### src/rtl/approx_seq_multiplier.sv
// approx_seq_multiplier
// Unsigned WIDTH x WIDTH iterative shift-add multiplier, one multiplier bit
// per cycle. Each operation selects exact or approximate accumulation; the
// approximate mode uses a lower-part-OR adder (LOA) on the low APPROX_BITS
// accumulator columns.
//
// Optional feature: define AM_EARLY_EXIT_EN to leave RUN as soon as the
// remaining multiplier bits are all zero (result is unchanged).
//
// Ports:
//   clk         clock, rising edge
//   rst         synchronous reset, active-high
//   in_valid    operands present
//   in_ready    block can accept operands (IDLE only)
//   in_a        multiplicand, unsigned
//   in_b        multiplier, unsigned
//   in_approx   1 = approximate (LOA), 0 = exact
//   out_valid   out_result holds a finished product (DONE)
//   out_ready   consumer takes the result
//   out_result  2*WIDTH-bit product
//   out_approx  mode the current result was computed in
//
// state | meaning
// IDLE  | waiting for operands, in_ready=1
// RUN   | one shift-add step per cycle
// DONE  | result presented until out_ready
module approx_seq_multiplier #(
    parameter int WIDTH       = 8,
    parameter int APPROX_BITS = 4
) (
    input  logic                 clk,
    input  logic                 rst,
    input  logic                 in_valid,
    output logic                 in_ready,
    input  logic [WIDTH-1:0]     in_a,
    input  logic [WIDTH-1:0]     in_b,
    input  logic                 in_approx,
    output logic                 out_valid,
    input  logic                 out_ready,
    output logic [2*WIDTH-1:0]   out_result,
    output logic                 out_approx
);

    localparam int PW = 2 * WIDTH;
    localparam int CW = $clog2(WIDTH);
    // Index of the top OR column; clamped so APPROX_BITS=0 still elaborates.
    localparam int KI = (APPROX_BITS > 0) ? APPROX_BITS - 1 : 0;
    localparam logic [PW-1:0] LO_MASK = (PW'(1) << APPROX_BITS) - PW'(1);

    typedef enum logic [1:0] {IDLE, RUN, DONE} state_t;

    state_t          state, state_nxt;
    logic [PW-1:0]   a_q;
    logic [PW-1:0]   acc_q;
    logic [WIDTH-1:0] b_q;
    logic [CW-1:0]   cnt_q;
    logic            mode_q;
    logic [PW-1:0]   pp;
    logic [PW-1:0]   sum;
    logic [PW-1:0]   hi_sum;
    logic            lo_carry;
    logic            last_step;
    logic            accept;

    always_comb begin
        pp = b_q[cnt_q] ? (a_q << cnt_q) : '0;
    end

    // LOA: low columns are ORed; the carry into the upper adder is the AND of
    // the top OR column, which partially recovers the lost carry chain.
    always_comb begin
        lo_carry = acc_q[KI] & pp[KI];
        hi_sum   = (acc_q >> APPROX_BITS) + (pp >> APPROX_BITS) + PW'(lo_carry);
        if (mode_q && (APPROX_BITS > 0))
            sum = (hi_sum << APPROX_BITS) | ((acc_q | pp) & LO_MASK);
        else
            sum = acc_q + pp;
    end

    always_comb begin
`ifdef AM_EARLY_EXIT_EN
        last_step = (cnt_q == CW'(WIDTH - 1)) ||
                    ((b_q >> (int'(cnt_q) + 1)) == '0);
`else
        last_step = (cnt_q == CW'(WIDTH - 1));
`endif
    end

    always_ff @(posedge clk) begin
        if (rst)
            state <= IDLE;
        else
            state <= state_nxt;
    end

    always_comb begin
        state_nxt = state;
        in_ready  = 1'b0;
        out_valid = 1'b0;
        accept    = 1'b0;
        case (state)
            IDLE: begin
                in_ready = 1'b1;
                if (in_valid) begin
                    accept    = 1'b1;
                    state_nxt = RUN;
                end
            end
            RUN: begin
                if (last_step)
                    state_nxt = DONE;
            end
            DONE: begin
                out_valid = 1'b1;
                if (out_ready)
                    state_nxt = IDLE;
            end
            default: state_nxt = IDLE;
        endcase
    end

    always_ff @(posedge clk) begin
        if (rst) begin
            a_q    <= '0;
            b_q    <= '0;
            mode_q <= 1'b0;
            acc_q  <= '0;
            cnt_q  <= '0;
        end else begin
            if (accept) begin
                a_q    <= PW'(in_a);
                b_q    <= in_b;
                mode_q <= in_approx;
                acc_q  <= '0;
                cnt_q  <= '0;
            end else if (state == RUN) begin
                acc_q <= sum;
                cnt_q <= cnt_q + CW'(1);
            end
        end
    end

    assign out_result = acc_q;
    assign out_approx = mode_q;

endmodule

### config.mk
export PLATFORM = sky130hd
export DESIGN_NAME = approx_seq_multiplier
export DESIGN_NICKNAME = d
export VERILOG_FILES = /design/src/rtl/approx_seq_multiplier.sv
export SDC_FILE = /design/constraint.sdc
export NUM_CORES = 1
export LEC_CHECK = 0
export CAP_MARGIN = 40
export CORE_ASPECT_RATIO = 1.2
export CORE_UTILIZATION = 31
export CTS_CLUSTER_DIAMETER = 50
export CTS_CLUSTER_SIZE = 12
export DETAILED_ROUTE_END_ITERATION = 8
export HOLD_SLACK_MARGIN = 0.1
export SYNTH_ARGS = -nofsm -noshare
export SYNTH_HDL_FRONTEND = slang
export SYNTH_SLANG_ARGS = --single-unit
### constraint.sdc
create_clock -name clk -period 3.65 [get_ports clk]
set_input_delay 1.095 -clock clk [delete_from_list [all_inputs] [get_ports clk]]
set_output_delay 1.095 -clock clk [all_outputs]
set_load 0.01 [all_outputs]
==> metrics.md <==
| Metric | Value |
|---|---|
| Outcome | `complete, no violations` |
| F_max | `0.2938 GHz` |
| Commonest non-fill, non-tap cells in the layout | `nand2_1, a21oi_1, clkdlybuf4s50_1, dfxtp_1, nor2_1` |
| Antenna violations before repair | `0` |
| Post-layout minimum cycle time | `3.404 ns` |
| PwrDens | `319.3 nW/um^2` |
| Commonest non-fill, non-tap cell in the layout | `nand2_1` |
| Static leakage | `1.370 nW` |
| Combinational group share of total power | `14.5%` |
| Crit path capture type | `flop` |
| Worst-path clk slew | `0.08 ns` |
| # IOs | `40` |
| Sw frac | `24.91%` |
| Die H | `102.9 um` |
| Fin Setup TNS | `0 ns` |
| Critical path's largest stage delay | `0.49 ns` |
| Max FO, Critical Path | `4` |
| Sequential fraction of the synthesis area | `28.92%` |
| Synth async-reset ratio | `0%` |
| DR vias | `2411` |
| Mapped Area | `2630 um^2` |
| Wirelength per Cell | `13.24 um` |
| YS warnings | `0` |
| Crit Path Class | `reg -> reg` |
| Synthesized Nets | `378` |
| Seq cells post-synth | `38` |
| Detailed Place HPWL | `4958 um` |
| Flop pwr share | `42.3%` |
| Nets@finish | `418` |
| GR Overflow Total | `0` |
| Max_cap viols | `0` |
| Final WL | `6475 um` |
| CTS tree | `built` |
| Cell Rows | `36` |
| Port bufs | `39` |
| Die W | `86.09 um` |
| Avg Inst Size Synth | `7.874 um^2` |
| Int Pwr | `0.0007941 W` |
| Vias/cell | `4.930` |
| Max Slew Vio Count | `0` |
| Worst endpoint required time | `3.85 ns` |
| CP max-delay cell | `mux4_2` |
| Relative slew margins | `58.40%` |
| Worst setup SP type | `flop` |
| Max IR drop VDD | `0.1816 mV` |
| Sw power | `0.0002634 W` |
| Drc violations | `0` |
| Main synth FF type | `dfxtp_1` |
| Hold buffer count at CTS | `0` |
| Detailed Routing Iterations Pass 1 | `4` |
| Clk pwr share | `43.2%` |
| Hold depth | `2` |
| Synth cell types | `51` |
| Antenna Nets Post-Route | `0` |
| Post-Place Setup Slack | `0.2066 ns` |
| First-pass GRT wire length | `11010 um` |
| Routability Congestion | `0.8820` |
| Ant diodes | `0` |
| Worst Hold Class | `reg -> reg` |
| Tightest Pin Transition | `0.6239 ns` |
| Final hold violation count | `0` |
| Layout area overhead | `25.93%` |
| Initial Util | `32.26%` |
| Fillers | `817` |
| Endpoints failing setup | `0` |
| Period utilization | `93.26%` |
| Clock Tree Buf Depth | `2` |
| Slack of the critical path | `0.2461 ns` |
| H-tree depth | `2` |
| Number of flops mapped to enable cells by yosys | `0` |
| Final Skew | `0.004831 ns` |
| Worst EP arrival | `3.60 ns` |
| Syn Inst Count | `334` |
| R2r worst-path depth | `13` |
| CP Cell Sequence | `mux4_2 > nor2b_1 > inv_1 > or2_2 > inv_1 > ha_1 > fa_1 > nand2b_1 > nor2b_1 > a221oi_4 > o21ai_2 > a311o_1 > a32o_1` |
| DR iter-0 viols | `120` |
| Total core area | `8153 um^2` |
| Share of post-route cells with drive strength above 1 | `9.333%` |
| Unrepaired setup endpoints after global routing | `no` |
| Vias in the first global route | `2399` |
| Gr usage total | `15.69%` |
| Largest net degree at the start of global routing | `22` |
| Die ar. | `8858 um^2` |
| Number of clock buffers inserted by TritonCTS | `5` |
| Root Buffer Master | `clkbuf_8` |
| Clock Latency Late Sink | `0.30 ns` |
| Sink Count | `38` |
[final timing paths]
path                         start                           to  slack (ns)
max reg2reg  cnt_q[0]$_SDFFE_PP0N_  out_result[10]$_SDFFE_PP0N_        0.25
min            b_q[4]$_SDFFE_PP0P_          b_q[4]$_SDFFE_PP0P_        0.46
max          cnt_q[0]$_SDFFE_PP0N_  out_result[10]$_SDFFE_PP0N_        0.25
min reg2reg    b_q[4]$_SDFFE_PP0P_          b_q[4]$_SDFFE_PP0P_        0.46
[power by group through the flow]
stage               sequential [W]  clock, W  combinational, W
finish                    0.000447  0.000457          0.000153
global route              0.000450  0.000491          0.000172
CTS                       0.000447  0.000470          0.000155
detailed placement        0.000457         0          0.000154
global placement          0.000457         0          0.000153
floorplan                 0.000452         0         0.0000949
[what timing repair did]
action / 4_1_cts / 5_1_grt
hold endpoints to repair: 0 / 0
setup endpoints to repair: 0 / 1
buffers inserted: 0 / 0
resized for setup: 0 / 1
[per-stage QoR]
step	utilization, %	hold slack [ns]	area, um^2	power [W]	cells
finish	40.62	0.4593	3312	0.001057	489
global route	40.62	0.4749	3312	0.001113	489
CTS	40.61	0.4613	3311	0.001072	489
detailed placement	38.86	0.4496	3168	0.0006114	481
global placement	38.86	0.4459	3168	0.0006101	481
floorplan	-	0.4331	2630	0.0005467	334
[flip-flops by register name, indices dropped and copies added, names as in the netlist]
register    count
cnt_q           3
out_approx      1
out_result     16
a_q             8
state           2
b_q             8
[critical path, delay by kind of cell, from the launching register on]
kind | cells | cell delay, ns
compound gates | 4 | 1.02
fa+ha+maj | 2 | 0.66
buf+inv | 2 | 0.11
flops | 1 | 0.36
simple gates | 4 | 0.65
mux | 1 | 0.49
[cells by family (layout without fill, tap and decap cells)]
family | Yosys count | count (layout) | share of synthesized area [%]
buffers and inverters | 29 | 70 | 4.234
multiplexers | 18 | 18 | 8.040
XOR/XNOR | 9 | 9 | 2.997
flip-flops | 38 | 38 | 28.92
adder cells (fa/ha/maj) | 23 | 23 | 11.51
AO/OA/AOI/OAI | 86 | 86 | 21.84
AND/OR/NAND/NOR | 131 | 131 | 22.45
[synthesized netlist by cell type, types with 4 or more instances]
cell	number	area, um^2
inv_1	15	56.30
xnor2_1	4	35.03
o21ai_0	9	45.04
mux2i_1	11	110.1
mux2_2	5	56.30
nor2_1	28	105.1
or2_2	4	25.02
nand2_1	60	225.2
a21oi_1	40	200.2
dfxtp_1	38	760.7
a21o_1	7	52.55
nor2b_1	7	43.79
ha_1	21	262.8
nor3_1	6	30.03
xor2_1	5	43.79
a211oi_1	6	45.04
nand2b_1	4	25.02
buf_1	4	15.01
clkbuf_1	8	30.03
nand3_1	9	45.04
[per-layer routing]
| layer | GRT usage [%] | up-vias | share of wire (%) |
|---|---|---|---|
| met5 | 0 | - | 0 |
| met4 | 5.385 | 0 | 1.4 |
| met3 | 2.882 | 8 | 2.9 |
| met2 | 28.57 | 47 | 50 |
| met1 | 18.48 | 1111 | 46 |
| li1 | - | 1245 | - |
[cell type report]
class	count	area, um^2	area share, %
flip-flops and latches	38	762.0	23.01
inverters	15	56.30	1.700
clock inverters	2	60.06	1.813
multi-input cells	267	1758	53.08
well taps	114	142.6	4.307
clock buffers	6	82.58	2.493
repair buffers	47	450.4	13.60
(Power assumes the default switching activity.)
